<file path="config.mk">
export PLATFORM = sky130hd
export DESIGN_NAME = dac_interleave_tx
export DESIGN_NICKNAME = d
export VERILOG_FILES = /design/src/rtl/dac_interleave_tx.sv
export SDC_FILE = /design/constraint.sdc
export NUM_CORES = 1
export LEC_CHECK = 0
export BUFFER_PORTS_ARGS = -buffer_cell sky130_fd_sc_hd__buf_4
export CAP_MARGIN = 20
export CORE_UTILIZATION = 35
export DETAILED_ROUTE_END_ITERATION = 7
export GPL_ROUTABILITY_DRIVEN = 0
export HOLD_SLACK_MARGIN = 0.06
export PLACE_DENSITY = 0.52
export SYNTH_ARGS = -nofsm -noshare
export SYNTH_HDL_FRONTEND = slang
export SYNTH_SLANG_ARGS = --single-unit
</file>
<file path="constraint.sdc">
create_clock -name clk -period 6.8 [get_ports clk]
set_input_delay 0.68 -clock clk [delete_from_list [all_inputs] [get_ports clk]]
set_output_delay 0.68 -clock clk [all_outputs]
set_load 0.02 [all_outputs]
</file>
<file path="src/rtl/dac_interleave_tx.sv">
// dac_interleave_tx
//   Transmit side of the dual-channel converter path. Packed signed A/B sample pairs are queued
//   in a small FIFO. Each pair is converted from two's complement to offset binary and driven
//   onto one 14-bit DAC bus, time-interleaved as the A word followed by the B word.
// Ports
//   clk            single clock, rising edge
//   rst            asynchronous, active-high reset
//   en             level: 1 = start/keep transmitting, 0 = stop after the current pair
//   s_data         packed pair: [27:14] = A signed, [13:0] = B signed
//   s_valid        s_data valid
//   s_ready        FIFO can accept (not full); a transfer happens when s_valid && s_ready
//   dac_data       registered offset-binary DAC word
//   dac_sel        1 = dac_data holds an A word, 0 = B word or idle
//   running        1 while in RUN
//   underflow_cnt  pairs missed in RUN because the FIFO was empty; saturates
module dac_interleave_tx #(
  parameter int unsigned FIFO_DEPTH     = 4,
  parameter int unsigned PRIME_LEVEL    = 2,
  parameter bit          UNDERFLOW_HOLD = 1'b0
) (
  input  logic        clk,
  input  logic        rst,
  input  logic        en,
  input  logic [27:0] s_data,
  input  logic        s_valid,
  output logic        s_ready,
  output logic [13:0] dac_data,
  output logic        dac_sel,
  output logic        running,
  output logic [15:0] underflow_cnt
);

  localparam int unsigned AW = (FIFO_DEPTH > 1) ? $clog2(FIFO_DEPTH) : 1;
  localparam int unsigned CW = AW + 1;
  localparam logic [13:0] MID = 14'h2000;

  localparam logic [1:0] ST_IDLE  = 2'd0;
  localparam logic [1:0] ST_PRIME = 2'd1;
  localparam logic [1:0] ST_RUN   = 2'd2;

  logic [1:0]    state_q, state_d;
  logic          phase_q, phase_d;
  logic [CW-1:0] count_q, count_d;
  logic [AW-1:0] wr_ptr_q, rd_ptr_q;
  logic [27:0]   mem [FIFO_DEPTH];
  logic [13:0]   dac_data_q, dac_data_d;
  logic          dac_sel_q, dac_sel_d;
  logic [13:0]   hold_a_q, hold_a_d;
  logic [13:0]   hold_b_q, hold_b_d;
  logic [15:0]   underflow_q, underflow_d;
  logic          push, pop, flush;
  logic [27:0]   head;

  function automatic logic [13:0] to_offset(input logic [13:0] x);
    return {~x[13], x[12:0]};
  endfunction

  assign s_ready       = (count_q != CW'(FIFO_DEPTH));
  assign push          = s_valid && s_ready;
  assign head          = mem[rd_ptr_q];
  assign dac_data      = dac_data_q;
  assign dac_sel       = dac_sel_q;
  assign running       = (state_q == ST_RUN);
  assign underflow_cnt = underflow_q;

  always_comb begin
    state_d     = state_q;
    phase_d     = phase_q;
    dac_data_d  = MID;
    dac_sel_d   = 1'b0;
    hold_a_d    = hold_a_q;
    hold_b_d    = hold_b_q;
    underflow_d = underflow_q;
    pop         = 1'b0;
    flush       = 1'b0;
    case (state_q)
      ST_IDLE: begin
        phase_d = 1'b0;
        if (en) state_d = ST_PRIME;
      end
      ST_PRIME: begin
        phase_d = 1'b0;
        if (!en) begin
          state_d = ST_IDLE;
          flush   = 1'b1;
        end else if (count_q >= CW'(PRIME_LEVEL)) begin
          state_d = ST_RUN;
        end
      end
      ST_RUN: begin
        if (!phase_q) begin
          // Stopping in phase 0 starts no new pair, so a pair is never split.
          if (!en) begin
            state_d = ST_IDLE;
            flush   = 1'b1;
          end else begin
            phase_d   = 1'b1;
            dac_sel_d = 1'b1;
            if (count_q != '0) begin
              pop        = 1'b1;
              dac_data_d = to_offset(head[27:14]);
              hold_a_d   = to_offset(head[27:14]);
              hold_b_d   = to_offset(head[13:0]);
            end else begin
              if (underflow_q != 16'hFFFF) underflow_d = underflow_q + 16'd1;
              if (UNDERFLOW_HOLD) begin
                dac_data_d = hold_a_q;
              end else begin
                dac_data_d = MID;
                hold_b_d   = MID;
              end
            end
          end
        end else begin
          // B word always completes, even when en has dropped.
          phase_d    = 1'b0;
          dac_data_d = hold_b_q;
          if (!en) begin
            state_d = ST_IDLE;
            flush   = 1'b1;
          end
        end
      end
      default: begin
        state_d = ST_IDLE;
        phase_d = 1'b0;
      end
    endcase
  end

  always_comb begin
    unique case ({push, pop})
      2'b10:   count_d = count_q + CW'(1);
      2'b01:   count_d = count_q - CW'(1);
      default: count_d = count_q;
    endcase
    if (flush) count_d = '0;
  end

  always_ff @(posedge clk or posedge rst) begin
    if (rst) begin
      state_q     <= ST_IDLE;
      phase_q     <= 1'b0;
      count_q     <= '0;
      wr_ptr_q    <= '0;
      rd_ptr_q    <= '0;
      dac_data_q  <= MID;
      dac_sel_q   <= 1'b0;
      hold_a_q    <= MID;
      hold_b_q    <= MID;
      underflow_q <= '0;
    end else begin
      state_q     <= state_d;
      phase_q     <= phase_d;
      count_q     <= count_d;
      dac_data_q  <= dac_data_d;
      dac_sel_q   <= dac_sel_d;
      hold_a_q    <= hold_a_d;
      hold_b_q    <= hold_b_d;
      underflow_q <= underflow_d;
      if (flush) begin
        wr_ptr_q <= '0;
        rd_ptr_q <= '0;
      end else begin
        if (push) wr_ptr_q <= wr_ptr_q + AW'(1);
        if (pop)  rd_ptr_q <= rd_ptr_q + AW'(1);
      end
    end
  end

  // Storage needs no reset; validity is tracked by count_q.
  always_ff @(posedge clk) begin
    if (push && !flush) mem[wr_ptr_q] <= s_data;
  end

endmodule

</file>
==> reports/summary.md, run 1 <==
* 7280 um2 — placed inst area
* reg -> reg — class of the most critical setup path
* edfxtp_1 (112), dfrtp_1 (52), mux4_2 (28) — most numerous cell types in the synthesized netlist
* 7.13 ns — required arrival time at the worst endpoint
* 166 — synthesized flop and latch total
* flop — sort of element at the start of the critical path
* 3.12 ns — Worst Path Arrival
* count_q[2]$_DFFE_PP0P_ — destination of the critical timing path
* 27.2% — relative max-transition margin
* 404 — synthesized net count
* 65 — number of top-level pins
* 0 — antenna violations before repair
* 0.000199 V — Max IR drop VDD
* 12 — Register-to-Register Path Depth
* edfxtp_1 — most common cell in the synthesized netlist
* 0 — diode insertion count for antenna repair
* 0 — count of final max-slew check failures
* 14.1% — Overall Global Routing Usage
* 4 — H-tree depth
* 0 — Post-CTS Repair Setup Buffers
* 0 ns — final setup TNS
* edfxtp_1 — main flop type after synthesis
* 374 nW/um2 — power density over the cells
* count_q[2]$_DFFE_PP0P_ — Crit Reg-Reg Endpoint
* 0 — number of warnings issued by yosys
* 482 — fin nets
* 32.5% — ys async rst share
* 3469 — via count
* 64 — I/O Buffers
* 18100 um2 — Std-Cell Core Area
* state_q[0]$_DFFE_PP0P_ — launching instance or port of the critical path
* 0 — GRT Residual Overflow
* 5.08 — per-cell via count in the routed design
* 12 — logic depth of the worst path, buffers included
* 20.8% — post-synthesis to final-layout area growth
* 19900 um — first-pass GRT wire length
* buffers and inverters — crit-path leading delay family
* in -> reg — type of the worst min-delay path
* edfxtp_1 (52%), dfrtp_1 (20%), mux4_2 (9.7%) — dominant cells by area after synthesis
* state_q[0]$_DFFE_PP0P_ — worst r2r src
* complete, but fails checks — status
* 31 — maximum fanout encountered on the critical timing path
* done — CTS tree
* 7 — Pre-antenna DRT Iters
* 55 — maximum number of pins on one net before global-route repair
* 31.7% — ratio of cells with drive above 1 in the final layout
* 4.01 ns — register-to-register setup slack
* 0 — final setup fails
* 44 — number of distinct library cells after synthesis
* 3 — worst path bufs/invs
* fa_1 — master of the slowest instance on the critical path
* 176 — drt initial violations
* 41.0% — Period Utilization, post-route
* 72.6% — sequential-to-total area share from yosys stat
* 1.09 ns — Worst Max-Slew Pin Slew
* 0 — hold-fix buffers at CTS
* 0.359 GHz — Max Fclk
* clkbuf_16 — master cell of the clock root buffer
* 112 — EDFF count, synth
* 0.07 ns — clock-pin slew of the registers on the worst-case setup and hold paths
* flop — critical path endpoint category
* 3593 — vias in the first global route
* 18.5 um — average routed wire per standard cell
* edfxtp_1 — library cell occupying the most area in the post-synthesis netlist
* 2 — maximum clock path buffer count
* inv_1 -> ha_1 -> nand3b_1 -> buf_4 -> nor2_2 -> buf_4 -> nand2_1 -> fa_1 -> or3_1 -> o21ai_0 -> a32oi_1 -> a21oi_1 — crit path cell chain
* 0.00814 ns — setup clock skew after layout
* 51.7% — area share of the leading cell type in the synthesized netlist
* 7590 um — HPWL after DPL
* buf_4 — most common cell type on the critical path
* 166 — number of clock sinks
* 0.42 ns — clock latency reported for the late side of the worst-skew pair
* 0 — final antenna-violating net count
* 138 um — Die Span X
* 11 — Residual DRC
* 0 — number of endpoints with negative hold slack in the final report
* 2.79 ns — Period minus WS final
* 0 — post-CTS resize count
* 0.43 ns — delay of the slowest cell on the worst path
* 363 — number of instances in the synthesized netlist
* 17 — clock buffers created by TritonCTS
* 138 um — die height
* 7860 um2 — finished layout cell area
* false — setup repair after global routing missed its margin
* 0 — max-capacitance violation count
* 1627 — Fill cells
* 17.9 um2 — Post-Synthesis Mean Instance Area
* 49 — placement row count
* 19100 um2 — area enclosed by the die boundary
* design-rule violations — violations in the final reports
* 35.9% — effective utilization at floorplan
* 12600 um — Final Routed Wirelength
* 6500 um2 — cell area after technology mapping
* 0.00298 uW — Leak Pwr
[final cells by class]
class,instances,area [um2],share of cell area (%)
Inverter,13,48.8,0.621
Timing Repair Buffer,73,548,6.98
Clock inverter,14,144,1.83
Sequential cell,166,4720,60.1
Multi-Input combinational cell,170,1680,21.4
Tap cell,229,287,3.65
Clock buffer,18,429,5.46
[worst min-delay path by stage]
stage / startpoint / endpoint / slack, ns / cells past startpoint
after floorplan: hold_b_q[12]$_DFFE_PP0P_ / dac_data[12]$_DFF_PP0_ / 0.47 / 1
after detailed placement: hold_b_q[12]$_DFFE_PP0P_ / dac_data[12]$_DFF_PP0_ / 0.49 / 1
after global routing: s_data[9] / mem[1][9]$_DFFE_PP_ / 0.43 / 1
after CTS: s_data[3] / mem[2][3]$_DFFE_PP_ / 0.43 / 1
after global placement: hold_b_q[12]$_DFFE_PP0P_ / dac_data[12]$_DFF_PP0_ / 0.49 / 1
final: s_data[3] / mem[2][3]$_DFFE_PP_ / 0.45 / 1
[stage by stage]
stage          power, uW  std cells  setup slack (ns)  hold WS, ns  utilization, %
4_1_cts             2980        683              3.98        0.427            43.4
5_1_grt             3090        683              3.81        0.434            43.4
3_5_place_dp        2060        651              3.92        0.488            40.3
2_1_floorplan       1840        363              4.20        0.466               -
6_report            2940        683              4.01        0.451            43.4
3_3_place_gp        2040        651              4.03        0.486            40.3
[layer usage]
| metal | share of wire, % | vias to the layer above | global-route usage, % |
|---|---|---|---|
| met5 | 0 | - | 0 |
| met3 | 3.6 | 12 | 3.64 |
| li1 | - | 1585 | - |
| met1 | 46 | 1801 | 18.2 |
| met4 | 1.0 | 0 | 5.32 |
| met2 | 49 | 71 | 22.9 |
[worst reg2reg max path, stage by stage (launching register included)]
cell and delay (ns):
dfrtp_1 0.39, inv_1 0.09, ha_1 0.22, nand3b_1 0.09, buf_4 0.23, nor2_2 0.14, buf_4 0.34, nand2_1 0.13
fa_1 0.43, or3_1 0.31, o21ai_0 0.08, a32oi_1 0.07, a21oi_1 0.18
[sequential cells by signal, indices dropped and copies added (netlist names)]
| signal | flops |
|---|---|
| hold_b_q | 14 |
| dac_data | 14 |
| wr_ptr_q | 2 |
| rd_ptr_q | 2 |
| underflow_cnt | 16 |
| state_q | 2 |
| count_q | 3 |
| dac_sel | 1 |
| mem | 112 |
[cells by family after synthesis]
family                     count (synthesis)  share of synthesized area [%]
AOI/OAI and AO/OA                         46                           5.47
xor gates and xnor gates                  12                           1.62
adders and majority gates                  9                           1.85
buffers and inverters                     27                           1.62
DFF                                      166                           72.6
muxes                                     34                           10.7
and+or+nand+nor                           69                           6.16
[power by group]
group | switching [uW] | internal [uW]
logic | 341 | 296
clock network | 409 | 512
registers | 92.2 | 1290
total | 842 | 2100
[placed cells by master (no fill, tap or decap), types with 12 or more instances in the layout]
| master | synthesis | final |
|---|---|---|
| clkbuf_16 | 0 | 17 |
| a22o_1 | 27 | 27 |
| edfxtp_1 | 112 | 112 |
| inv_1 | 13 | 12 |
| buf_4 | 0 | 73 |
| dfrtp_1 | 52 | 51 |
| nor2_1 | 15 | 14 |
| mux4_2 | 28 | 28 |
(Power assumes the default switching activity.)
==> run 2, diff against run 1 <==
==> constraint.sdc (replaced) <==
create_clock -name clk -period 2.75 [get_ports clk]
set_input_delay 0.275 -clock clk [delete_from_list [all_inputs] [get_ports clk]]
set_output_delay 0.275 -clock clk [all_outputs]
set_load 0.02 [all_outputs]
==> reports/summary.md, run 2 (synthesis results as in run 1) <==
* 6 — Pre-antenna DRT Iters, -1
* 138 um — Die Span X, unchanged
* 18100 um2 — Std-Cell Core Area, unchanged
* 45.6% — end-of-flow core utilization, +2.2 points
* 0 — number of endpoints with negative hold slack in the final report, unchanged
* 2.28 ns — Period minus WS final, -0.503 ns
* flop — critical path endpoint category
* 0.438 GHz — Max Fclk, +22%
* 3581 — via count, +3.2%
* 30.2% — ratio of cells with drive above 1 in the final layout, -1.5 points
* dfrtp_1 — master of the slowest instance on the critical path
* 0 — count of final max-slew check failures, unchanged
* complete, but fails checks — status
* 0 — antenna violations before repair, unchanged
* 31 — maximum number of pins on one net before global-route repair, -44%
* 0 — diode insertion count for antenna repair, unchanged
* 68.5% — relative max-transition margin, +41 points
* 715 — non-filler instance count after layout, +4.7%
* 17 — clock buffers created by TritonCTS, unchanged
* 83.0% — Period Utilization, post-route, +42 points
* 0.000406 V — Max IR drop VDD, +100%
* 21100 um — first-pass GRT wire length, +5.7%
* clkbuf_16 — master cell of the clock root buffer
* or3b_1 -> nand2_1 -> nand2_1 -> fa_1 -> or3_1 -> o21ai_0 -> a32oi_1 -> a21oi_1 — crit path cell chain
* 0 — final setup fails, unchanged
* 0.43 ns — clock latency reported for the late side of the worst-skew pair, about the same
* done — CTS tree
* 49 — placement row count, unchanged
* mem — Biggest register
* 2.62 ns — Worst Path Arrival, -0.50 ns
* 19100 um2 — area enclosed by the die boundary, unchanged
* simple AND/OR/NAND/NOR gates — crit-path leading delay family
* 0.00316 uW — Leak Pwr, +6.0%
* 0.43 ns — delay of the slowest cell on the worst path, about the same
* 0.472 ns — Worst Max-Slew Pin Slew, -0.619 ns
* 2 — maximum clock path buffer count, unchanged
* 138 um — die height, unchanged
* 4 — H-tree depth, unchanged
* edfxtp_1 — most common library cell in the layout ignoring fill and taps
* design-rule violations — violations in the final reports
* 1589 — Fill cells, -2.3%
* 0 — worst path bufs/invs, -3
* 0 — post-CTS resize count, unchanged
* 655 — count of placed standard cells including taps, +0.61%
* 64 — I/O Buffers, unchanged
* 1680 um2 — area used by multi-input combinational logic, unchanged
* 0.06 ns — clock-pin slew of the registers on the worst-case setup and hold paths, about the same
* 35.9% — effective utilization at floorplan, unchanged
* 0 — final antenna-violating net count, unchanged
* 29 — hold-fix buffers at CTS, +29
* 7740 um — HPWL after DPL, +2.0%
* 0 ns — final setup TNS, unchanged
* 12 — Residual DRC, +1
* 5.01 — per-cell via count in the routed design, -1.4%
* 0.0114 ns — setup clock skew after layout, +0.00328 ns
* 916 nW/um2 — power density over the cells, +140%
* 3 — hold depth, +2
* in -> reg — type of the worst min-delay path
* 13100 um — Final Routed Wirelength, +3.9%
* 26.9% — post-synthesis to final-layout area growth
* 112 — number of flip-flops under the largest register name, unchanged
* 7560 uW — final total power, +160%
* flop — sort of element at the start of the critical path
* 18.4 um — average routed wire per standard cell, -0.76%
* false — setup repair after global routing missed its margin
* edfxtp_1 (112), buf_4 (74), dfrtp_1 (51) — most frequent cells in the layout
* 0 — max-capacitance violation count, unchanged
* 0 — Post-CTS Repair Setup Buffers, unchanged
* 3.09 ns — required arrival time at the worst endpoint, -4.04 ns
* 231 — drt initial violations, +31%
* 3760 — vias in the first global route, +4.6%
* 515 — fin nets, +6.8%
* 166 — number of clock sinks, unchanged
* 14.9% — Overall Global Routing Usage, +0.81 points
* reg -> reg — class of the most critical setup path
* 8 — logic depth of the worst path, buffers included, -4
* 4720 um2 — footprint of the flip-flops and latches, unchanged
* 0 — GRT Residual Overflow, unchanged
* 8 — Register-to-Register Path Depth, -4
* 65 — number of top-level pins, unchanged
* nand2_1 — most common cell type on the critical path
* 7 — maximum fanout encountered on the critical timing path, -77%
## run 2: worst paths after layout
path / startpoint / endpoint / slack, ns
setup reg to reg: count_q[1]$_DFFE_PP0P_ / count_q[2]$_DFFE_PP0P_ / 0.47
hold / removal: s_valid / wr_ptr_q[1]$_DFFE_PP0P_ / 0.17
min in group asynchronous: rst / dac_data[10]$_DFF_PP0_ / 0.35
setup / recovery: count_q[1]$_DFFE_PP0P_ / count_q[2]$_DFFE_PP0P_ / 0.47
hold reg to reg: hold_b_q[2]$_DFFE_PP0P_ / hold_b_q[2]$_DFFE_PP0P_ / 0.51
max in group asynchronous: rst / hold_b_q[13]$_DFFE_PP1P_ / 1.72
## run 2: area by class of cell
cell class / count / share of cell area, %
Clock inverter: 12 / 2.05
Clock buffer: 19 / 5.37
Multi-Input combinational cell: 170 / 20.4
Inverter: 13 / 0.591
Timing Repair Buffer: 106 / 11.0
Sequential cell: 166 / 57.2
Tap cell: 229 / 3.47
## run 2: per-layer routing
metal / wire length (um) / track usage, % / vias up
li1: - / - / 1650
met1: 6200 / 19.8 / 1849
met2: 6340 / 23.2 / 69
met3: 445 / 4.54 / 13
met4: 138 / 5.14 / 0
met5: 0 / 0 / -
## run 2: per-stage QoR
step	instance area (um2)	worst slack (ns)	hold slack (ns)
2_1_floorplan	6500	0.150	0.374
6_report	8250	0.467	0.168
4_1_cts	8250	0.457	0.150
3_3_place_gp	7350	0.569	0.251
5_1_grt	8250	0.302	0.160
3_5_place_dp	7350	0.490	0.255
## run 2: worst reg2reg max path: stages (launching register included)
cell and delay [ns]:
dfrtp_1 0.43, or3b_1 0.43, nand2_1 0.20, nand2_1 0.10, fa_1 0.43, or3_1 0.31
o21ai_0 0.07, a32oi_1 0.07, a21oi_1 0.16
## run 2: report_power, final
group | internal (uW) | switching, uW | leakage [uW]
logic | 812 | 836 | 0.00114
registers | 3190 | 251 | 0.00173
clock network | 1470 | 1010 | 0.000293
total | 5470 | 2090 | 0.00316
